--- src/rtl/riscv_pkg.sv ---
// Shared constants and state encoding for the instruction-memory loader.
// Optional checksum support is controlled by IMEM_LOADER_CHECKSUM_EN.
package riscv_pkg;

    localparam int WORDS_DEFAULT  = 32;
    localparam int BYTES_PER_WORD = 4;

    typedef enum logic [2:0] {
        IDLE,
        RECV,
        WRITE,
        CHECK,
        DONE
    } loader_state_t;

endpackage

--- src/rtl/word_assembler.sv ---
// Packs a little-endian byte stream into 32-bit words; o_word/o_word_valid
// present the completed word in the same cycle its last byte is accepted.
module word_assembler
    import riscv_pkg::*;
(
    input  logic        clock,
    input  logic        reset_n,
    input  logic        i_clear,
    input  logic        i_byte_en,
    input  logic [7:0]  i_byte_data,
    output logic [31:0] o_word,
    output logic        o_word_valid
);

    logic [1:0]  r_cnt;
    logic [23:0] r_low;
    logic        w_last_byte;

    assign w_last_byte = (r_cnt == 2'(BYTES_PER_WORD - 1));

    // Earlier bytes shift toward bit 0 so byte 0 ends up in [7:0].
    always_ff @(posedge clock or negedge reset_n) begin
        if (!reset_n) begin
            r_cnt <= '0;
            r_low <= '0;
        end else if (i_clear) begin
            r_cnt <= '0;
        end else if (i_byte_en) begin
            r_cnt <= w_last_byte ? 2'd0 : r_cnt + 2'd1;
            r_low <= {i_byte_data, r_low[23:8]};
        end
    end

    assign o_word       = {i_byte_data, r_low};
    assign o_word_valid = i_byte_en && w_last_byte;

endmodule

--- src/rtl/imem_loader.sv ---
// Loads instruction memory from a byte stream, one word per five cycles.
// Define IMEM_LOADER_CHECKSUM_EN to append and verify a 32-bit word checksum.
module imem_loader
    import riscv_pkg::*;
#(
    parameter int WORDS  = WORDS_DEFAULT,
    parameter int ADDR_W = 32
) (
    input  logic              clock,
    input  logic              reset_n,
    input  logic              start,
    input  logic [7:0]        len,
    input  logic              byte_valid,
    input  logic [7:0]        byte_data,
    output logic              byte_ready,
    output logic [ADDR_W-1:0] mem_waddr,
    output logic [31:0]       mem_wdata,
    output logic              mem_we,
    output logic              cpu_stall,
    output logic              busy,
    output logic              done,
    output logic              error
);

    localparam int IDX_W = (WORDS > 1) ? $clog2(WORDS) : 1;

    loader_state_t     r_state;
    logic [IDX_W-1:0]  r_index;
    logic [IDX_W-1:0]  r_last;
    logic              r_byte_ready;
    logic              r_mem_we;
    logic              r_busy;
    logic              r_done;
    logic [ADDR_W-1:0] r_waddr;
    logic [31:0]       r_wdata;

    logic [31:0]       w_len_ext;
    logic [IDX_W-1:0]  w_last;
    logic              w_start_ok;
    logic              w_byte_en;
    logic              w_word_valid;
    logic [31:0]       w_word;

`ifdef IMEM_LOADER_CHECKSUM_EN
    logic [31:0]       r_sum;
    logic              r_error;
    assign error = r_error;
`else
    assign error = 1'b0;
`endif

    // Zero and oversize lengths both mean a full memory image.
    assign w_len_ext  = {24'd0, len};
    assign w_last     = (len == 8'd0 || w_len_ext > 32'(WORDS)) ?
                        IDX_W'(WORDS - 1) : IDX_W'(w_len_ext - 32'd1);
    assign w_start_ok = (r_state == IDLE) && start;
    assign w_byte_en  = byte_valid && r_byte_ready;

    word_assembler u_asm (
        .clock        (clock),
        .reset_n      (reset_n),
        .i_clear      (w_start_ok),
        .i_byte_en    (w_byte_en),
        .i_byte_data  (byte_data),
        .o_word       (w_word),
        .o_word_valid (w_word_valid)
    );

    always_ff @(posedge clock or negedge reset_n) begin
        if (!reset_n) begin
            r_state      <= IDLE;
            r_index      <= '0;
            r_last       <= '0;
            r_byte_ready <= 1'b0;
            r_mem_we     <= 1'b0;
            r_busy       <= 1'b0;
            r_done       <= 1'b0;
            r_waddr      <= '0;
            r_wdata      <= '0;
`ifdef IMEM_LOADER_CHECKSUM_EN
            r_sum        <= '0;
            r_error      <= 1'b0;
`endif
        end else begin
            r_mem_we <= 1'b0;
            r_done   <= 1'b0;
            case (r_state)
                IDLE: begin
                    if (start) begin
                        r_state      <= RECV;
                        r_index      <= '0;
                        r_last       <= w_last;
                        r_byte_ready <= 1'b1;
                        r_busy       <= 1'b1;
`ifdef IMEM_LOADER_CHECKSUM_EN
                        r_sum        <= '0;
                        r_error      <= 1'b0;
`endif
                    end
                end
                RECV: begin
                    if (w_word_valid) begin
                        r_state      <= WRITE;
                        r_byte_ready <= 1'b0;
                        r_mem_we     <= 1'b1;
                        r_waddr      <= ADDR_W'(r_index);
                        r_wdata      <= w_word;
`ifdef IMEM_LOADER_CHECKSUM_EN
                        r_sum        <= r_sum + w_word;
`endif
                    end
                end
                WRITE: begin
                    if (r_index == r_last) begin
`ifdef IMEM_LOADER_CHECKSUM_EN
                        r_state      <= CHECK;
                        r_byte_ready <= 1'b1;
`else
                        r_state      <= DONE;
                        r_done       <= 1'b1;
`endif
                    end else begin
                        r_index      <= r_index + 1'b1;
                        r_state      <= RECV;
                        r_byte_ready <= 1'b1;
                    end
                end
`ifdef IMEM_LOADER_CHECKSUM_EN
                CHECK: begin
                    if (w_word_valid) begin
                        r_error      <= (w_word != r_sum);
                        r_byte_ready <= 1'b0;
                        r_state      <= DONE;
                        r_done       <= 1'b1;
                    end
                end
`endif
                DONE: begin
                    r_state <= IDLE;
                    r_busy  <= 1'b0;
                end
                default: begin
                    r_state      <= IDLE;
                    r_byte_ready <= 1'b0;
                    r_busy       <= 1'b0;
                end
            endcase
        end
    end

    assign byte_ready = r_byte_ready;
    assign mem_waddr  = r_waddr;
    assign mem_wdata  = r_wdata;
    assign mem_we     = r_mem_we;
    assign cpu_stall  = r_busy;
    assign busy       = r_busy;
    assign done       = r_done;

endmodule
--- config.mk ---
export PLATFORM = sky130hd
export DESIGN_NAME = imem_loader
export DESIGN_NICKNAME = d
export VERILOG_FILES = /design/src/rtl/riscv_pkg.sv /design/src/rtl/word_assembler.sv /design/src/rtl/imem_loader.sv
export SDC_FILE = /design/constraint.sdc
export NUM_CORES = 1
export LEC_CHECK = 0
export CORE_MARGIN = 2
export CORE_UTILIZATION = 53
export DETAILED_ROUTE_END_ITERATION = 10
export PLACE_DENSITY_LB_ADDON = 0.25
export SYNTH_ARGS = -nofsm -noshare
export SYNTH_HDL_FRONTEND = slang
export SYNTH_SLANG_ARGS = --single-unit
--- constraint.sdc ---
create_clock -name clock -period 3.9 [get_ports clock]
set_input_delay 0.39 -clock clock [delete_from_list [all_inputs] [get_ports clock]]
set_output_delay 0.39 -clock clock [all_outputs]
set_load 0.02 [all_outputs]
==> results of run 1 <==
==> path summary, 6_finish.rpt <==
kind	to	slack (ns)	cells after the start
max reg2reg	mem_wdata[14]$_DFFE_PN0P_	1.92	4
min reg2reg	mem_waddr[0]$_DFFE_PN0P_	0.50	2
min in group clock	mem_waddr[0]$_DFFE_PN0P_	0.50	2
max in group asynchronous	busy$_DFFE_PN0P_	3.08	1
max	mem_wdata[14]$_DFFE_PN0P_	1.92	4
min	mem_wdata[25]$_DFFE_PN0P_	0.20	1
==> power breakdown <==
part | total (mW) | internal, mW | switching, mW
Clock | 0.520 | 0.241 | 0.279
Combinational | 0.0815 | 0.0259 | 0.0556
Sequential | 0.835 | 0.832 | 0.00261
Total | 1.44 | 1.10 | 0.338
==> kinds of logic after synthesis <==
family          share of synthesized area [%]
compound gates                           5.21
xor+xnor                                 2.12
fa+ha+maj                                1.34
buf+inv                                  9.47
flops                                    53.7
mux                                      21.8
other cells                             0.101
simple gates                             6.28
==> Yosys cell counts, drive strengths merged (2+ instances only) <==
library cell	number	area, um2
o211ai	3	22.5
dfrtp	80	2000
buf	37	315
a21oi	11	55.1
mux2	60	811
nor2	15	66.3
nand3	4	20.0
xnor2	7	61.3
clkbuf	2	7.51
o21ai	6	30.0
inv	8	30.0
nand2	13	48.8
ha	4	50.1
xor2	2	17.5
o2111ai	3	26.3
nor4b	2	23.8
nor3	3	15.0
or2	2	12.5
==> through the flow <==
| step | instances | util (%) |
|---|---|---|
| after floorplan | 303 | - |
| after global placement | 422 | 62.4 |
| after detailed placement | 422 | 62.4 |
| after CTS | 436 | 64.8 |
| after global routing | 436 | 64.8 |
| final | 436 | 64.8 |
==> flip-flops by register name, indices dropped and copies added (netlist names) <==
register,cells
mem_waddr,5
busy,1
done,1
mem_we,1
u_asm.r_cnt,2
u_asm.r_low,24
r_index,5
mem_wdata,32
r_last,5
r_state,3
byte_ready,1
==> metal layers <==
layer / share of wire, % / up-vias / GRT usage [%] / routed length, um
met4: 1.2 / 0 / 6.29 / 73
met3: 4.8 / 10 / 4.43 / 286
li1: - / 1019 / - / -
met5: 0 / - / 0 / 0
met1: 47 / 1084 / 24.2 / 2800
met2: 47 / 60 / 24.7 / 2820
==> layout make-up <==
| class | instances | area [um2] |
|---|---|---|
| repair buffers | 62 | 616 |
| clock buffers | 11 | 141 |
| clock inverters | 3 | 20.0 |
| multi-input cells | 176 | 1470 |
| flip-flops and latches | 80 | 2000 |
| fillers | 540 | 2390 |
| well taps | 96 | 120 |
| inverters | 8 | 30.0 |
==> critical path: stages, from the launching register on <==
cell and delay [ns]:
dfrtp_1 0.38, ha_1 0.19, nand3_1 0.10, or4_4 0.76, mux2_4 0.40
==> key figures, run 1 <==
Outcome
  • Run status: finished clean

CTS
  • CTS tree: done
  • Clock slew seen by the registers of the worst setup and hold paths: 0.08 ns
  • # hold bufs at CTS: 0
  • Post-CTS sizing: 0
  • Post-CTS Setup Inserts: 0
  • Num Clock Sinks: 80
  • CTS buffer count: 9
  • Clock latency on the worst-skew pair: 0.34 ns
  • H-Tree Level Count: 3
  • Clock buffer depth: 2
  • CTS root buffer: clkbuf_8

Synth
  • Synthesis warning total: 0
  • Unique cell type count in the Yosys netlist: 41
  • Post-synth EDFFs: 0
  • Ys async rst share: 100%
  • Cell area after synthesis: 3730 um2
  • Sequential-to-total area share from yosys stat: 53.7%
  • FF+latch count, synth: 80
  • Post-Syn Instances: 276
  • Synth Flop Type: dfrtp_1
  • Avg Cell Area, Syn: 13.5 um2

Timing
  • Hold slack: 0.195 ns
  • Tcrit/Tclk final: 50.9%
  • Slew HR: 35.8%
  • RSZ-0062 raised after global routing: false
  • Setup ws final: 1.92 ns
  • Setup TNS: 0 ns
  • Max-slew violation count: 0
  • Skew final: 0.00545 ns
  • Hold Fails Final Rpt: 0
  • Tmin final: 1.98 ns
  • Worst Tran Pin Value: 0.962 ns
  • Fmax: 0.504 GHz
  • Final setup viols: 0

Finish
  • Area delta synth->final: 18.1%
  • Commonest non-fill, non-tap cell in the layout: dfrtp_1
  • Layout Nets: 361
  • Fraction of layout cells with a size suffix above 1: 24.4%
  • ANT cells: 0
  • Most frequent cells in the layout: 80 x dfrtp_1, 60 x clkdlybuf4s50_1, 36 x mux2_4, 28 x conb_1, 24 x mux2_2
  • Fin area: 4400 um2

Power and ir drop
  • Power density cells: 326 nW/um2
  • Overall power: 1.44 mW
  • Static Leakage: 2.19 nW
  • Maximum vdd drop: 168 uV

Hold path
  • Hold WC Path Type: in2async

Routing
  • Wire per inst: 13.7 um
  • Vias: 2173
  • Vias per cell: 4.98
  • Initial DRC Count: 51
  • First drt pass iteration count: 4
  • Routed wire length: 5.98 mm
  • Antenna-violating nets left: 0
  • DRC violations left: 0

Floorplanning
  • FP Rows: 30
  • Die ar.: 7720 um2
  • Die Span Y: 87.8 um
  • Die W: 87.8 um
  • Core box area: 6790 um2
  • Starting Density: 54.8%
  • I/O pins: 90

Worst setup path
  • Critical Path Source Type: register
  • Crit path from: u_asm.r_cnt[0]$_DFFE_PN0P_
  • Type of the worst setup path: reg2reg
  • Element type at the critical path end: register
  • Maximum fanout along the worst path: 40
  • CP arrival: 2.21 ns
  • CP Data Required Time: 4.13 ns
  • FF-to-FF Start: u_asm.r_cnt[0]$_DFFE_PN0P_

Global route
  • Largest net degree at the start of global routing: 81
  • GRT Resource Usage Total: 16.8%
  • Gr ovfl total: 0
  • Antenna violations before repair: 0
  • First-pass GRT wire length: 9.89 mm
  • Vias in the first global route: 2037

Placement
  • GPL Wtd Cong: 0.815
  • # port buffers: 61
  • Placed cell area: 4240 um2
  • Worst slack at placement: 1.57 ns
  • Dpl hpwl: 4.10 mm

Flow run
  • Max-Cap Viols: 0
Power figures use the tool's default switching activity.
==> inputs of run 2 (changes only) <==
Settings changed: CORE_UTILIZATION 53 to 50.
Clock period 3.9 ns to 2 ns, I/O delays scaled along.
==> run 2 against run 1 <==
Net effect:
- critical endpoint is now u_asm.r_low[11]$_DFFE_PN0P_
- sequential power rose by 95%
- clock skew rose by 0.0071 ns
- cell area rose by 3.2%
- highest routed layer unchanged
- wire length rose by 7.0%
- flip-flop and latch count did not move
- count of clock-buffer cells in the layout fell by 2
==> key figures, run 2 (synthesis gave the netlist of run 1 again) <==
Routing
  • Vias per cell: 4.86 (-2.5%)
  • Wire per inst: 14.2 um (+3.6%)
  • Routed wire length: 6.39 mm (+7.0%)
  • First drt pass iteration count: 4 (unchanged)
  • DRC violations left: 0 (unchanged)
  • Antenna-violating nets left: 0 (unchanged)
  • Vias: 2186 (+0.60%)
  • Initial DRC Count: 88 (+73%)

Global route
  • GRT Resource Usage Total: 16.8% (-0.034 points)
  • First-pass GRT wire length: 11.0 mm (+11%)
  • Largest net degree at the start of global routing: 48 (-41%)
  • Gr ovfl total: 0 (unchanged)
  • Vias in the first global route: 2163 (+6.2%)
  • Antenna violations before repair: 0 (unchanged)

Floorplanning
  • Die Span Y: 90.3 um (+2.8%)
  • Starting Density: 51.4% (-3.5 points)
  • I/O pins: 90 (unchanged)
  • Die W: 90.3 um (+2.8%)
  • FP Rows: 31 (+3.3%)
  • Die ar.: 8160 um2 (+5.7%)
  • Core box area: 7250 um2 (+6.8%)

Finish
  • Final design utilization: 62.6% (-2.2 points)
  • Final Instance Count excl. Fillers: 450 (+3.2%)
  • Largest register FFs: 32 (unchanged)
  • Layout Nets: 370 (+2.5%)
  • Fraction of layout cells with a size suffix above 1: 26.8% (+2.4 points)
  • Commonest non-fill, non-tap cell in the layout: dfrtp_1
  • Most frequent cells in the layout: 80 x dfrtp_1, 60 x clkdlybuf4s50_1, 36 x mux2_4, 28 x conb_1, 24 x mux2_2
  • ANT cells: 0 (unchanged)
  • Area delta synth->final: 21.9%

Timing
  • Skew final: 0.0125 ns (+0.00706 ns)
  • Tcrit/Tclk final: 89.2% (+38 points)
  • Final setup viols: 0 (unchanged)
  • Hold slack: 0.345 ns (+0.150 ns)
  • Setup ws final: 0.216 ns (-1.70 ns)
  • Hold Fails Final Rpt: 0 (unchanged)
  • Slew HR: 61.3% (+25 points)
  • Max-slew violation count: 0 (unchanged)
  • RSZ-0062 raised after global routing: false
  • Worst Tran Pin Value: 0.574 ns (-0.388 ns)
  • Tmin final: 1.78 ns (-0.200 ns)
  • Fmax: 0.560 GHz (+11%)

Worst setup path
  • Element type at the critical path end: register
  • FF-to-FF Start: r_state[2]$_DFFE_PN0P_
  • Worst r2r path cells: 5 (+1)
  • Reg-to-Reg End: u_asm.r_low[11]$_DFFE_PN0P_
  • Critical Path Source Type: register
  • Reg2Reg Setup Slack: 0.22 ns (-1.70 ns)
  • Maximum fanout along the worst path: 24 (-40%)
  • Crit path from: r_state[2]$_DFFE_PN0P_
  • CP Data Required Time: 2.23 ns (-1.90 ns)
  • Type of the worst setup path: reg2reg
  • CP arrival: 2.01 ns (-0.20 ns)

CTS
  • Clock latency on the worst-skew pair: 0.35 ns (about the same)
  • Clock buffer depth: 2 (unchanged)
  • H-Tree Level Count: 3 (unchanged)
  • CTS tree: done
  • Post-CTS sizing: 0 (unchanged)
  • CTS buffer count: 9 (unchanged)
  • Post-CTS Setup Inserts: 0 (unchanged)
  • Clock slew seen by the registers of the worst setup and hold paths: 0.08 ns (about the same)
  • Num Clock Sinks: 80 (unchanged)
  • CTS root buffer: clkbuf_8

Outcome
  • Run status: finished clean

Placement
  • Dpl cells: 433 (+2.6%)
  • Worst slack at placement: -0.0390 ns (-1.60 ns)
  • # port buffers: 61 (unchanged)
  • Dpl hpwl: 4.45 mm (+8.3%)
  • GPL Wtd Cong: 0.796 (-2.4%)

Power and ir drop
  • Power density cells: 658 nW/um2 (+100%)
  • Overall power: 2.99 mW (+110%)
  • Maximum vdd drop: 422 uV (+150%)
  • Static Leakage: 2.25 nW (+3.1%)

Flow run
  • Max-Cap Viols: 0 (unchanged)

Hold path
  • Hold WC Path Type: in2async
-- run 2: worst max path at each step --
stage | slack [ns] | depth (start not counted) | end
after CTS | 0.21 | 5 | u_asm.r_low[11]$_DFFE_PN0P_
after global routing | 0.11 | 5 | u_asm.r_low[11]$_DFFE_PN0P_
final | 0.22 | 5 | u_asm.r_low[11]$_DFFE_PN0P_
after global placement | 0.07 | 5 | mem_wdata[13]$_DFFE_PN0P_
after detailed placement | -0.04 | 8 | r_last[0]$_DFFE_PN0P_
after floorplan | 0.26 | 6 | mem_waddr[1]$_DFFE_PN0P_
-- run 2: repair_timing --
item | in CTS | in global routing
setup endpoints to repair | 0 | 0
endpoints found under the hold margin | 33 | 0
hold buffers | 1 | 0
-- run 2: final cells by class --
class | instances | area (um2)
tap | 99 | 124
timing repair buffer | 71 | 711
clock inverter | 7 | 78.8
sequential | 80 | 2000
inverter | 8 | 30.0
clock buffer | 9 | 124
fill | 587 | 2710
multi-input combinational | 176 | 1470
-- run 2: power breakdown --
part | internal, mW | leakage (nW) | switching, mW | total (mW)
logic | 0.0595 | 1.08 | 0.111 | 0.170
registers | 1.62 | 1.08 | 0.00487 | 1.63
clock network | 0.587 | 0.0925 | 0.606 | 1.19
total | 2.27 | 2.25 | 0.722 | 2.99
-- run 2: metrics by stage --
| stage | TNS (ns) | cell area, um2 |
|---|---|---|
| CTS | 0 | 4540 |
| global placement | 0 | 4330 |
| finish | 0 | 4540 |
| detailed placement | -0.161 | 4330 |
| floorplan | 0 | 3830 |
| global route | 0 | 4540 |
-- run 2: layer usage --
metal	track usage, %	share of wire [%]
met1	23.8	47
met2	25.1	47
met3	3.42	4.7
met4	7.31	1.7
met5	0	0
-- run 2: critical path, cell delays in order, from the launching register on --
cell and delay, ns:
dfrtp_1 0.45, or2_2 0.38, nor2_4 0.26, nor2_2 0.05
buf_4 0.23, mux2_2 0.30
==> inputs of run 3 (changes only) <==
Settings changed: CTS_BUF_LIST set to sky130_fd_sc_hd__clkbuf_16.
==> run 3 against run 2 <==
Net effect:
- setup slack lost 0.0050 ns
- cell count is the same
- die area is the same
- flip-flop and latch count is the same
- highest routed layer unchanged
- register-to-register slack is essentially flat
- clock skew shrank 0.0040 ns
- largest power group is now clock
- combinational power is essentially flat
- worst hold slack gained 0.015 ns
- via count shrank 0.32%
- cell area grew 2.2%
- count of clock-buffer cells in the layout is the same
- first-iteration DRC count shrank 34%
==> key figures, run 3 (synthesis gave the netlist of run 1 again) <==
Worst setup path
  • Critical Path Source Type: register
  • CP Data Required Time: 2.21 ns (-0.02 ns)
  • Worst r2r path cells: 5 (unchanged)
  • Element type at the critical path end: register
  • Maximum fanout along the worst path: 24 (unchanged)
  • Type of the worst setup path: reg2reg
  • CP arrival: 2.00 ns (about the same)

Placement
  • # port buffers: 61 (unchanged)
  • Dpl hpwl: 4.45 mm (unchanged)
  • GPL Wtd Cong: 0.796 (unchanged)
  • Worst slack at placement: -0.0390 ns (unchanged)
  • Dpl cells: 433 (unchanged)

Global route
  • GRT Resource Usage Total: 17.0% (+0.24 points)
  • Largest net degree at the start of global routing: 48 (unchanged)
  • Gr ovfl total: 0 (unchanged)
  • First-pass GRT wire length: 11.1 mm (+1.4%)
  • Antenna violations before repair: 0 (unchanged)
  • Vias in the first global route: 2200 (+1.7%)

Routing
  • Vias per cell: 4.84 (-0.32%)
  • Wire per inst: 14.4 um (+1.1%)
  • Initial DRC Count: 58 (-34%)
  • Antenna-violating nets left: 0 (unchanged)
  • First drt pass iteration count: 4 (unchanged)
  • DRC violations left: 0 (unchanged)
  • Routed wire length: 6.47 mm (+1.1%)
  • Vias: 2179 (-0.32%)

Power and ir drop
  • Sw Pwr: 0.775 mW (+7.4%)
  • Power density cells: 740 nW/um2 (+12%)
  • Static Leakage: 2.30 nW (+2.0%)
  • Switch share: 22.6% (-1.6 points)
  • Internal: 2.66 mW (+17%)
  • Clock share of power: 47.6% (+7.7 points)
  • Maximum vdd drop: 468 uV (+11%)
  • Combinational fraction of design power: 4.9% (-0.8 points)
  • Share of power burned in registers: 47.4% (-7.0 points)

Finish
  • Fraction of layout cells with a size suffix above 1: 26.8% (unchanged)
  • Commonest non-fill, non-tap cell in the layout: dfrtp_1
  • Final Instance Count excl. Fillers: 450 (unchanged)
  • ANT cells: 0 (unchanged)
  • Largest register FFs: 32 (unchanged)
  • Fill cells: 572 (-2.6%)
  • Area delta synth->final: 24.6%
  • Layout Nets: 370 (unchanged)
  • Most frequent cells in the layout: 80 x dfrtp_1, 60 x clkdlybuf4s50_1, 36 x mux2_4, 28 x conb_1, 24 x mux2_2

CTS
  • Post-CTS Setup Inserts: 0 (unchanged)
  • Clock latency on the worst-skew pair: 0.33 ns (-0.02 ns)
  • CTS buffer count: 9 (unchanged)
  • H-Tree Level Count: 3 (unchanged)
  • # hold bufs at CTS: 1 (unchanged)
  • CTS root buffer: clkbuf_16
  • Num Clock Sinks: 80 (unchanged)
  • Clock buffer depth: 2 (unchanged)
  • Post-CTS sizing: 0 (unchanged)
  • CTS tree: done
  • Clock slew seen by the registers of the worst setup and hold paths: 0.06 ns (-0.02 ns)

Flow run
  • Max-Cap Viols: 0 (unchanged)

Timing
  • Tmin final: 1.79 ns (+0.00503 ns)
  • Fmax: 0.559 GHz (-0.28%)
  • Worst Tran Pin Value: 0.578 ns (+0.00446 ns)
  • Max-slew violation count: 0 (unchanged)
  • Hold slack: 0.360 ns (+0.0146 ns)
  • Setup ws final: 0.211 ns (-0.00503 ns)
  • RSZ-0062 raised after global routing: false
  • Slew HR: 61.0% (-0.30 points)
  • Skew final: 0.00851 ns (-0.00400 ns)
  • Hold Fails Final Rpt: 0 (unchanged)
  • Final setup viols: 0 (unchanged)
  • Tcrit/Tclk final: 89.5% (+0.25 points)

Floorplanning
  • Core box area: 7250 um2 (unchanged)
  • Starting Density: 51.4% (unchanged)
  • Die Span Y: 90.3 um (unchanged)
  • FP Rows: 31 (unchanged)
  • Die ar.: 8160 um2 (unchanged)
  • Die W: 90.3 um (unchanged)
  • I/O pins: 90 (unchanged)

Outcome
  • Run status: finished clean

Hold path
  • Hold WC Path Type: in2async
==> run 3: changes by cell type in the layout (fill, tap and decap cells not counted) <==
cell | previous run | this run
clkbuf_16 | 0 | 9
clkbuf_8 | 9 | 0
==> run 3: area by class of cell <==
| cell class | instances | area [um2] | share of cell area, % |
|---|---|---|---|
| clock inverters | 7 | 78.8 | 1.70 |
| well taps | 99 | 124 | 2.67 |
| repair buffers | 71 | 711 | 15.3 |
| flip-flops and latches | 80 | 2000 | 43.1 |
| inverters | 8 | 30.0 | 0.647 |
| multi-input cells | 176 | 1470 | 31.7 |
| clock buffers | 9 | 225 | 4.85 |
==> run 3: power by group through the flow <==
stage	clock (mW)	sequential (mW)	combinational [mW]
floorplan	0	1.66	0.118
global placement	0	1.66	0.170
detailed placement	0	1.66	0.171
CTS	1.67	1.63	0.173
global route	1.75	1.63	0.189
finish	1.64	1.63	0.170
==> run 3: worst paths after layout <==
path / startpoint / end / slack, ns
max: r_state[2]$_DFFE_PN0P_ / u_asm.r_low[15]$_DFFE_PN0P_ / 0.21
min: reset_n / u_asm.r_low[10]$_DFFE_PN0P_ / 0.36
max reg2reg: r_state[2]$_DFFE_PN0P_ / u_asm.r_low[15]$_DFFE_PN0P_ / 0.21
min reg2reg: u_asm.r_low[1]$_DFFE_PN0P_ / mem_wdata[1]$_DFFE_PN0P_ / 0.51
max in group asynchronous: reset_n / r_state[1]$_DFFE_PN0P_ / 1.05
min in group clock: u_asm.r_low[1]$_DFFE_PN0P_ / mem_wdata[1]$_DFFE_PN0P_ / 0.51
==> run 3: critical path: stages (launching register included) <==
cell     delay [ns]
dfrtp_1        0.45
or2_2          0.38
nor2_4         0.26
nor2_2         0.05
buf_4          0.23
mux2_2         0.31
==> run 3: metal layers <==
metal,routed length (um),track usage (%),up-vias
li1,-,-,1037
met1,2950,24.0,1067
met2,3110,25.8,64
met3,299,3.67,11
met4,107,6.92,0
met5,0,0,-
==> run 3: stage by stage <==
step                      power [mW]  area, um2  util [%]  TNS [ns]
final                           3.44       4640      64.0         0
after global routing            3.57       4640      64.0         0
after CTS                       3.48       4640      64.0         0
after detailed placement        1.83       4330      59.7    -0.161
after global placement          1.83       4330      59.7         0
after floorplan                 1.78       3830         -         0
